<file path="src/rtl/ddr4_cmd_scheduler.sv">
// ddr4_cmd_scheduler
// Single-requester open-page DDR4 command scheduler between the LLC and the DIMM.
// Accepts one read/write at a time, tracks the open row of all 16 banks and
// issues ACT/RD/WR/PRE/PREA/REF with fixed latencies. It also drives or captures
// the data bus and inserts a refresh every REFRESH_CYCLE cycles.
// Ports:
//   clk_in, rst_in                   clock, synchronous active-high reset
//   req_*                            request handshake, address and write data/mask
//   resp_valid_out, resp_rdata_out   one-cycle completion pulse, read data
//   cs_N_out..ba_out                 DIMM command/address pins (registered)
//   dqm_out, dq_out, dq_oe_out       DIMM write data path (registered)
//   dq_in                            DIMM read data
module ddr4_cmd_scheduler #(
  parameter int CAS_LATENCY        = 22,
  parameter int ACTIVATION_LATENCY = 8,
  parameter int PRECHARGE_LATENCY  = 5,
  parameter int REFRESH_LATENCY    = 16,
  parameter int REFRESH_CYCLE      = 5120,
  parameter int ROW_BITS           = 8,
  parameter int COL_BITS           = 4
) (
  input  logic                clk_in,
  input  logic                rst_in,
  input  logic                req_valid_in,
  output logic                req_ready_out,
  input  logic                req_write_in,
  input  logic [1:0]          req_bg_in,
  input  logic [1:0]          req_ba_in,
  input  logic [ROW_BITS-1:0] req_row_in,
  input  logic [COL_BITS-1:0] req_col_in,
  input  logic [63:0]         req_wdata_in,
  input  logic [63:0]         req_wmask_in,
  output logic                resp_valid_out,
  output logic [63:0]         resp_rdata_out,
  output logic                cs_N_out,
  output logic                cke_out,
  output logic                act_N_out,
  output logic [16:0]         addr_out,
  output logic [1:0]          bg_out,
  output logic [1:0]          ba_out,
  output logic [63:0]         dqm_out,
  output logic [63:0]         dq_out,
  output logic                dq_oe_out,
  input  logic [63:0]         dq_in
);

  localparam int CNT_W = 16;
  localparam int REF_W = $clog2(REFRESH_CYCLE) + 1;

  // Command states (PRE, ACT, CAS, REF_PREA, REF) are the cycle in which that
  // command is on the pins; the command is registered on the edge entering them.
  typedef enum logic [3:0] {
    IDLE, PRE, WAIT_RP, ACT, WAIT_RCD, CAS, WAIT_CL, RESP,
    REF_PREA, REF_WAIT_RP, REF, REF_WAIT_RFC
  } state_t;

  state_t                     state_q, state_d;
  logic [CNT_W-1:0]           cnt_q, cnt_d;
  logic [REF_W-1:0]           ref_cnt_q, ref_cnt_d;
  logic                       ref_pending_q, ref_pending_d;
  logic [15:0]                open_valid_q, open_valid_d;
  logic [15:0][ROW_BITS-1:0]  open_row_q, open_row_d;
  logic                       req_write_q, req_write_d;
  logic [3:0]                 req_bank_q, req_bank_d;
  logic [ROW_BITS-1:0]        req_row_q, req_row_d;
  logic [COL_BITS-1:0]        req_col_q, req_col_d;
  logic [63:0]                req_wdata_q, req_wdata_d;
  logic [63:0]                req_wmask_q, req_wmask_d;
  logic                       cs_n_q, cs_n_d, act_n_q, act_n_d, cke_q;
  logic [16:0]                addr_q, addr_d;
  logic [1:0]                 bg_q, bg_d, ba_q, ba_d;
  logic [63:0]                dqm_q, dqm_d, dq_q, dq_d;
  logic                       dq_oe_q, dq_oe_d;
  logic                       resp_valid_q, resp_valid_d;
  logic [63:0]                resp_rdata_q, resp_rdata_d;

  logic                       do_act, do_cas, do_pre, do_prea, do_ref;
  logic                       idle;
  logic [3:0]                 sel_bank;
  logic [ROW_BITS-1:0]        sel_row;
  logic [COL_BITS-1:0]        sel_col;
  logic                       sel_write;

  // In IDLE the command for a just-accepted request comes straight from the inputs.
  assign idle      = (state_q == IDLE);
  assign sel_bank  = idle ? {req_bg_in, req_ba_in} : req_bank_q;
  assign sel_row   = idle ? req_row_in : req_row_q;
  assign sel_col   = idle ? req_col_in : req_col_q;
  assign sel_write = idle ? req_write_in : req_write_q;

  assign req_ready_out = idle && !ref_pending_q && !rst_in;

  always_comb begin
    state_d       = state_q;
    cnt_d         = (cnt_q != '0) ? cnt_q - CNT_W'(1) : '0;
    ref_pending_d = ref_pending_q;
    ref_cnt_d     = ref_cnt_q + REF_W'(1);
    open_valid_d  = open_valid_q;
    open_row_d    = open_row_q;
    req_write_d   = req_write_q;
    req_bank_d    = req_bank_q;
    req_row_d     = req_row_q;
    req_col_d     = req_col_q;
    req_wdata_d   = req_wdata_q;
    req_wmask_d   = req_wmask_q;
    cs_n_d        = 1'b1;
    act_n_d       = 1'b1;
    addr_d        = '0;
    bg_d          = '0;
    ba_d          = '0;
    dqm_d         = '0;
    dq_d          = '0;
    dq_oe_d       = 1'b0;
    resp_valid_d  = 1'b0;
    resp_rdata_d  = resp_rdata_q;
    do_act        = 1'b0;
    do_cas        = 1'b0;
    do_pre        = 1'b0;
    do_prea       = 1'b0;
    do_ref        = 1'b0;

    case (state_q)
      IDLE: begin
        if (ref_pending_q) begin
          if (|open_valid_q) begin
            state_d = REF_PREA;
            do_prea = 1'b1;
            cnt_d   = CNT_W'(PRECHARGE_LATENCY);
          end else begin
            state_d       = REF;
            do_ref        = 1'b1;
            ref_pending_d = 1'b0;
            cnt_d         = CNT_W'(REFRESH_LATENCY);
          end
        end else if (req_valid_in && req_ready_out) begin
          req_write_d = req_write_in;
          req_bank_d  = sel_bank;
          req_row_d   = req_row_in;
          req_col_d   = req_col_in;
          req_wdata_d = req_wdata_in;
          req_wmask_d = req_wmask_in;
          if (open_valid_q[sel_bank] && (open_row_q[sel_bank] == sel_row)) begin
            state_d = CAS;
            do_cas  = 1'b1;
            cnt_d   = CNT_W'(CAS_LATENCY);
          end else if (!open_valid_q[sel_bank]) begin
            state_d = ACT;
            do_act  = 1'b1;
            cnt_d   = CNT_W'(ACTIVATION_LATENCY);
          end else begin
            state_d = PRE;
            do_pre  = 1'b1;
            cnt_d   = CNT_W'(PRECHARGE_LATENCY);
          end
        end
      end
      // cnt counts down from the latency; reaching 1 means the next edge may issue.
      PRE, WAIT_RP: begin
        if (cnt_q == CNT_W'(1)) begin
          state_d = ACT;
          do_act  = 1'b1;
          cnt_d   = CNT_W'(ACTIVATION_LATENCY);
        end else begin
          state_d = WAIT_RP;
        end
      end
      ACT, WAIT_RCD: begin
        if (cnt_q == CNT_W'(1)) begin
          state_d = CAS;
          do_cas  = 1'b1;
          cnt_d   = CNT_W'(CAS_LATENCY);
        end else begin
          state_d = WAIT_RCD;
        end
      end
      // cnt==1: next cycle is the data cycle; cnt==0 in WAIT_CL: this is it.
      CAS, WAIT_CL: begin
        if (state_q == WAIT_CL && cnt_q == '0) begin
          state_d      = RESP;
          resp_valid_d = 1'b1;
          if (!req_write_q) resp_rdata_d = dq_in;
        end else begin
          state_d = WAIT_CL;
          if (cnt_q == CNT_W'(1) && req_write_q) begin
            dq_oe_d = 1'b1;
            dq_d    = req_wdata_q;
            dqm_d   = req_wmask_q;
          end
        end
      end
      RESP: state_d = IDLE;
      REF_PREA, REF_WAIT_RP: begin
        if (cnt_q == CNT_W'(1)) begin
          state_d       = REF;
          do_ref        = 1'b1;
          ref_pending_d = 1'b0;
          cnt_d         = CNT_W'(REFRESH_LATENCY);
        end else begin
          state_d = REF_WAIT_RP;
        end
      end
      REF, REF_WAIT_RFC: begin
        state_d = (cnt_q == CNT_W'(1)) ? IDLE : REF_WAIT_RFC;
      end
      default: state_d = IDLE;
    endcase

    // A wrap coinciding with REF entry starts a new interval, so set wins.
    if (ref_cnt_q == REF_W'(REFRESH_CYCLE - 1)) begin
      ref_cnt_d     = '0;
      ref_pending_d = 1'b1;
    end

    if (do_act) begin
      cs_n_d                  = 1'b0;
      act_n_d                 = 1'b0;
      addr_d[ROW_BITS-1:0]    = sel_row;
      bg_d                    = sel_bank[3:2];
      ba_d                    = sel_bank[1:0];
      open_valid_d[sel_bank]  = 1'b1;
      open_row_d[sel_bank]    = sel_row;
    end
    if (do_cas) begin
      cs_n_d                  = 1'b0;
      addr_d[16:14]           = sel_write ? 3'b100 : 3'b101;
      addr_d[COL_BITS-1:0]    = sel_col;
      bg_d                    = sel_bank[3:2];
      ba_d                    = sel_bank[1:0];
    end
    if (do_pre) begin
      cs_n_d                  = 1'b0;
      addr_d[16:14]           = 3'b010;
      bg_d                    = sel_bank[3:2];
      ba_d                    = sel_bank[1:0];
      open_valid_d[sel_bank]  = 1'b0;
    end
    if (do_prea) begin
      cs_n_d                  = 1'b0;
      addr_d[16:14]           = 3'b010;
      addr_d[10]              = 1'b1;
      open_valid_d            = '0;
    end
    if (do_ref) begin
      cs_n_d                  = 1'b0;
      addr_d[16:14]           = 3'b001;
    end
  end

  always_ff @(posedge clk_in) begin
    if (rst_in) begin
      state_q       <= IDLE;
      cnt_q         <= '0;
      ref_cnt_q     <= '0;
      ref_pending_q <= 1'b0;
      open_valid_q  <= '0;
      open_row_q    <= '0;
      req_write_q   <= 1'b0;
      req_bank_q    <= '0;
      req_row_q     <= '0;
      req_col_q     <= '0;
      req_wdata_q   <= '0;
      req_wmask_q   <= '0;
      cs_n_q        <= 1'b1;
      act_n_q       <= 1'b1;
      cke_q         <= 1'b0;
      addr_q        <= '0;
      bg_q          <= '0;
      ba_q          <= '0;
      dqm_q         <= '0;
      dq_q          <= '0;
      dq_oe_q       <= 1'b0;
      resp_valid_q  <= 1'b0;
      resp_rdata_q  <= '0;
    end else begin
      state_q       <= state_d;
      cnt_q         <= cnt_d;
      ref_cnt_q     <= ref_cnt_d;
      ref_pending_q <= ref_pending_d;
      open_valid_q  <= open_valid_d;
      open_row_q    <= open_row_d;
      req_write_q   <= req_write_d;
      req_bank_q    <= req_bank_d;
      req_row_q     <= req_row_d;
      req_col_q     <= req_col_d;
      req_wdata_q   <= req_wdata_d;
      req_wmask_q   <= req_wmask_d;
      cs_n_q        <= cs_n_d;
      act_n_q       <= act_n_d;
      cke_q         <= 1'b1;
      addr_q        <= addr_d;
      bg_q          <= bg_d;
      ba_q          <= ba_d;
      dqm_q         <= dqm_d;
      dq_q          <= dq_d;
      dq_oe_q       <= dq_oe_d;
      resp_valid_q  <= resp_valid_d;
      resp_rdata_q  <= resp_rdata_d;
    end
  end

  assign cs_N_out       = cs_n_q;
  assign cke_out        = cke_q;
  assign act_N_out      = act_n_q;
  assign addr_out       = addr_q;
  assign bg_out         = bg_q;
  assign ba_out         = ba_q;
  assign dqm_out        = dqm_q;
  assign dq_out         = dq_q;
  assign dq_oe_out      = dq_oe_q;
  assign resp_valid_out = resp_valid_q;
  assign resp_rdata_out = resp_rdata_q;

endmodule

</file>
<file path="config.mk">
export PLATFORM = sky130hd
export DESIGN_NAME = ddr4_cmd_scheduler
export DESIGN_NICKNAME = d
export VERILOG_FILES = /design/src/rtl/ddr4_cmd_scheduler.sv
export SDC_FILE = /design/constraint.sdc
export NUM_CORES = 1
export LEC_CHECK = 0
export ABC_CLOCK_PERIOD_IN_PS = 4300
export BUFFER_PORTS_ARGS = -buffer_cell sky130_fd_sc_hd__buf_2
export CAP_MARGIN = 20
export CORE_ASPECT_RATIO = 0.9
export CORE_UTILIZATION = 45
export CTS_CLUSTER_SIZE = 10
export DETAILED_ROUTE_END_ITERATION = 10
export MAX_ROUTING_LAYER = met4
export PLACE_DENSITY = 0.65
export SYNTH_ARGS = -nofsm -noshare
export SYNTH_HDL_FRONTEND = slang
export SYNTH_SLANG_ARGS = --single-unit
</file>
<file path="constraint.sdc">
create_clock -name clk_in -period 4.3 [get_ports clk_in]
set_clock_uncertainty 0.2 [all_clocks]
set_input_delay 0.43 -clock clk_in [delete_from_list [all_inputs] [get_ports clk_in]]
set_output_delay 0.43 -clock clk_in [all_outputs]
set_load 0.01 [all_outputs]
</file>
==> impl_results.html <==
<table>
<tr><th>Metric</th><th>Value</th></tr>
<tr><th colspan="2">Routing</th></tr>
<tr><td>Vias after detailed routing</td><td>between 15000 and 20000</td></tr>
<tr><td>Number of DRC violations after detailed routing</td><td>0</td></tr>
<tr><td>Vias per std cell</td><td>~5.3</td></tr>
<tr><td>First-pass iteration count of the detailed router</td><td>6</td></tr>
<tr><td>Drt first-iter violations</td><td>1323</td></tr>
<tr><td>Average wire per cell in the routed design</td><td>between 15 and 20 µm</td></tr>
<tr><td>Total length of routed wires</td><td>67.8 mm</td></tr>
<tr><td>DRT antenna net count</td><td>0</td></tr>
<tr><th colspan="2">Floorplanning</th></tr>
<tr><td>I/O pin cnt</td><td>431</td></tr>
<tr><td>Die Footprint</td><td>47100 µm²</td></tr>
<tr><td>Width of the die</td><td>229 µm</td></tr>
<tr><td>Effective utilization at floorplan</td><td>45.7%</td></tr>
<tr><td>FP Rows</td><td>74</td></tr>
<tr><td>Total core area</td><td>about 46000 µm²</td></tr>
<tr><td>Die H</td><td>206 µm</td></tr>
<tr><th colspan="2">Pwr</th></tr>
<tr><td>Leakage power of the design</td><td>about 11 nW</td></tr>
<tr><td>Net switching power figure</td><td>5.23 mW</td></tr>
<tr><td>Cell area power density</td><td>approximately 540 nW/µm²</td></tr>
<tr><td>Switching share of power</td><td>35.3%</td></tr>
<tr><td>Share of total power in combinational logic</td><td>approximately 31%</td></tr>
<tr><td>IR Drop Worst-Case VDD</td><td>0.396 mV</td></tr>
<tr><td>Part of the power in the clock network</td><td>just over 30%</td></tr>
<tr><td>Total power draw</td><td>14.8 mW</td></tr>
<tr><td>Int Power</td><td>about 9.6 mW</td></tr>
<tr><td>Sequential group share of total power</td><td>38.3%</td></tr>
<tr><th colspan="2">Setup path</th></tr>
<tr><td>Largest driver fanout on the critical path</td><td>13</td></tr>
<tr><td>Setup slack of the worst register-to-register path</td><td>~0.17 ns</td></tr>
<tr><td>Worst path max stage delay</td><td>about 0.64 ns</td></tr>
<tr><td>Launch point of the worst path</td><td>state_q[2]</td></tr>
<tr><td>Critical path cell sequence</td><td>buf_4 &gt; o41a_1 &gt; buf_4 &gt; a211oi_1 &gt; a211oi_1 &gt; a2111oi_2 &gt; xnor2_1 &gt; a211o_1 &gt; a211oi_4 &gt; buf_12 &gt; a21oi_1 &gt; nor3_1</td></tr>
<tr><td>Critical Path Start Type</td><td>flop</td></tr>
<tr><td>CP required</td><td>~4.6 ns</td></tr>
<tr><td>Slowest CP cell</td><td>sky130_fd_sc_hd__o41a_1</td></tr>
<tr><td>Arrival @ worst endpoint</td><td>roughly 4.4 ns</td></tr>
<tr><td>Startpoint of the worst register-to-register path</td><td>state_q[2]</td></tr>
<tr><td>Path type of the worst setup path</td><td>reg -&gt; reg</td></tr>
<tr><td>Capturing element type of the critical path</td><td>flop</td></tr>
<tr><th colspan="2">Timing</th></tr>
<tr><td>Final Hold Slack</td><td>between 0.06 and 0.07 ns</td></tr>
<tr><td>Worst-case headroom to the max-slew limit</td><td>between 10% and 20%</td></tr>
<tr><td>Maximum achievable frequency</td><td>between 200 and 250 MHz</td></tr>
<tr><td>Final Max Tran Viols</td><td>0</td></tr>
<tr><td>Endpoints failing hold</td><td>0</td></tr>
<tr><td>Final period util</td><td>96.0%</td></tr>
<tr><td>Unrepaired setup endpoints after global routing</td><td>false</td></tr>
<tr><td>Setup tns final</td><td>0 ns</td></tr>
<tr><td>Worst-margin pin slew</td><td>1.26 ns</td></tr>
<tr><td>Number of setup violations in the final report</td><td>0</td></tr>
<tr><td>Final worst path period need</td><td>between 4 and 5 ns</td></tr>
<tr><th colspan="2">Synthesis</th></tr>
<tr><td>Post-synth top area cell</td><td>sky130_fd_sc_hd__dfxtp_1</td></tr>
<tr><td>Count leader, synth</td><td>sky130_fd_sc_hd__dfxtp_1</td></tr>
<tr><td>Most used standard cells in the synthesized netlist</td><td>sky130_fd_sc_hd__dfxtp_1 (537), sky130_fd_sc_hd__nand2_1 (528), sky130_fd_sc_hd__nor2_1 (212)</td></tr>
<tr><td>Sequential share of the synthesized area</td><td>roughly half</td></tr>
<tr><td>Post-synth EDFFs</td><td>0</td></tr>
<tr><td>Mapped Area</td><td>20800 µm²</td></tr>
<tr><td>Synth Warn #</td><td>0</td></tr>
<tr><td>Mean post-synth cell area</td><td>slightly below 9 µm²</td></tr>
<tr><td>Most common flop cell mapped by yosys</td><td>sky130_fd_sc_hd__dfxtp_1</td></tr>
<tr><td>Synth Instances</td><td>roughly 2400</td></tr>
<tr><td>Async set or reset register ratio after synthesis</td><td>0%</td></tr>
<tr><td>Number of distinct library cell variants in the gate-level netlist after synthesis</td><td>78</td></tr>
<tr><td>Proportion of netlist area held by the largest area contributor</td><td>between 50% and 60%</td></tr>
<tr><td>Leading post-synthesis cells by cell area</td><td>sky130_fd_sc_hd__dfxtp_1 (52%), sky130_fd_sc_hd__nand2_1 (9.5%), sky130_fd_sc_hd__mux2i_1 (5.0%), sky130_fd_sc_hd__o21ai_0 (4.3%), sky130_fd_sc_hd__a211oi_1 (4.3%)</td></tr>
<tr><td>Number of flip-flops and latches in the synthesized netlist</td><td>~540</td></tr>
<tr><th colspan="2">Cells and area</th></tr>
<tr><td>Final Instance Count excl. Fillers</td><td>around 3600</td></tr>
<tr><td>Post-Route Utilization</td><td>between 60 and 70%</td></tr>
<tr><td>Synthesis-to-finish area growth</td><td>31.4%</td></tr>
<tr><td>Fraction of final layout cells with drive strength greater than 1</td><td>20.5%</td></tr>
<tr><td>Number of nets in the final layout</td><td>approximately 3200</td></tr>
<tr><th colspan="2">Place</th></tr>
<tr><td>Last weighted congestion value of the routability-driven placer</td><td>about 0.9</td></tr>
<tr><td>I/O Buffers</td><td>roughly 430</td></tr>
<tr><td># placed instances</td><td>3325</td></tr>
<tr><td>DP HPWL</td><td>approximately 44 mm</td></tr>
<tr><th colspan="2">Job</th></tr>
<tr><td>Number of violations of the max-capacitance limit</td><td>0</td></tr>
<tr><th colspan="2">Hold path</th></tr>
<tr><td>Hold path startpoint</td><td>req_valid_in</td></tr>
<tr><td>Class of the most critical hold timing path</td><td>in -&gt; reg</td></tr>
<tr><th colspan="2">GRT</th></tr>
<tr><td>Overall global routing resource usage</td><td>between 20% and 30%</td></tr>
<tr><td>Maximum number of pins on one net before global-route repair</td><td>292</td></tr>
<tr><td>Vias in the first global route</td><td>18100</td></tr>
<tr><td>Number of antenna violations at the first check in global routing</td><td>3</td></tr>
<tr><td>First-pass GRT wire length</td><td>between 100 and 150 mm</td></tr>
<tr><td>Global route overflow</td><td>0</td></tr>
<tr><th colspan="2">CTS</th></tr>
<tr><td>H-Tree Depth</td><td>2</td></tr>
<tr><td>CTS tree</td><td>done</td></tr>
<tr><td>Clk root buf</td><td>sky130_fd_sc_hd__clkbuf_16</td></tr>
<tr><td>Insertion delay of the later-clocked pin in the worst-skew pair</td><td>around 0.64 ns</td></tr>
<tr><td>Clock-pin transition on the worst setup and hold timing paths</td><td>0.06 ns</td></tr>
<tr><td>TritonCTS Sinks</td><td>~540</td></tr>
<tr><td>Maximum root-to-sink buffer count</td><td>3</td></tr>
<tr><td>Number of buffers created by CTS</td><td>60</td></tr>
<tr><th colspan="2">Outcome</th></tr>
<tr><td>Status</td><td>finished clean</td></tr>
</table>
[final cells by class]
class	count	area [µm²]
Fill cell	3906	18200
Multi-Input combinational cell	1663	9260
Clock buffer	68	1550
Timing Repair Buffer	704	4840
Clock inverter	4	85.1
Tap cell	608	761
Sequential cell	537	10800
Antenna cell	6	15.0
Inverter	21	81.3
[logic make-up after synthesis]
group,count (synthesis),share of synthesized area (%)
other,1,0.0180
buffers and inverters,206,4.17
xor gates and xnor gates,31,1.30
and+or+nand+nor,997,21.0
DFF,537,51.6
AOI/OAI and AO/OA,510,15.8
muxes,117,5.89
adders and majority gates,3,0.180
[routing by layer]
layer / track usage, % / vias up / routed length (µm)
li1: - / 9281 / -
met1: 37.2 / 9070 / 30600
met2: 44.4 / 643 / 31400
met3: 4.93 / 103 / 4140
met4: 9.01 / 0 / 1590
met5: - / - / 0
[per-stage QoR]
step	setup WS, ns	area (µm²)
CTS	0.0473	27300
floorplan	1.09	20800
global placement	0.0605	23600
detailed placement	0.00967	23600
global route	0.0106	27300
finish	0.172	27300
[layout by cell type (no fill, tap or decap), drive strengths merged, types with 15 or more instances in the layout]
cell / Yosys / routed
mux2i: 104 / 104
nand3: 31 / 31
inv: 21 / 22
xnor2: 20 / 20
a211oi: 127 / 127
dlygate4sd3: 0 / 205
nor3: 16 / 16
nor4: 15 / 15
and2: 132 / 132
dfxtp: 537 / 537
nand2: 529 / 529
a31oi: 17 / 17
buf: 53 / 499
nor2: 212 / 212
a21oi: 106 / 106
o21ai: 180 / 180
clkbuf: 132 / 68
[critical path: cells and delay by family (launching register included)]
family,cells,cell delay [ns]
AND/OR/NAND/NOR,1,0.29
XOR/XNOR,1,0.24
flip-flops,1,0.34
buffers and inverters,3,0.64
AO/OA/AOI/OAI,7,2.28
[worst paths after layout]
check | endpoint | cells past startpoint
worst max register to register | addr_out[16] | 12
worst max-delay path | addr_out[16] | 12
worst min register to register | dqm_out[62] | 1
worst min-delay path | req_bank_q[1] | 3
[power by group through the flow]
stage	combinational, mW	clock (mW)	sequential [mW]
after floorplan	2.94	0	5.69
after global placement	4.32	0	5.76
after detailed placement	4.34	0	5.78
after CTS	4.53	4.59	5.67
after global routing	5.02	4.81	5.73
final	4.64	4.50	5.68
[state kept, by name, summed over array words and instances, names as in the netlist, 2 cells and up]
name / cells
open_row_q: 128
dq_out: 64
dqm_out: 64
req_wdata_q: 64
req_wmask_q: 64
resp_rdata_out: 64
cnt_q: 16
open_valid_q: 16
ref_cnt_q: 14
addr_out: 12
req_row_q: 8
req_bank_q: 4
req_col_q: 4
state_q: 4
ba_out: 2
bg_out: 2
[timing repair]
action                     CTS  global route
gates cloned                 0             0
setup endpoints to repair    3            22
hold endpoints to repair   208             0
gates resized for setup      1             5
hold buffers               205             0
buffers inserted             0             3
pin swaps                    0             1
(Power assumes the default switching activity.)
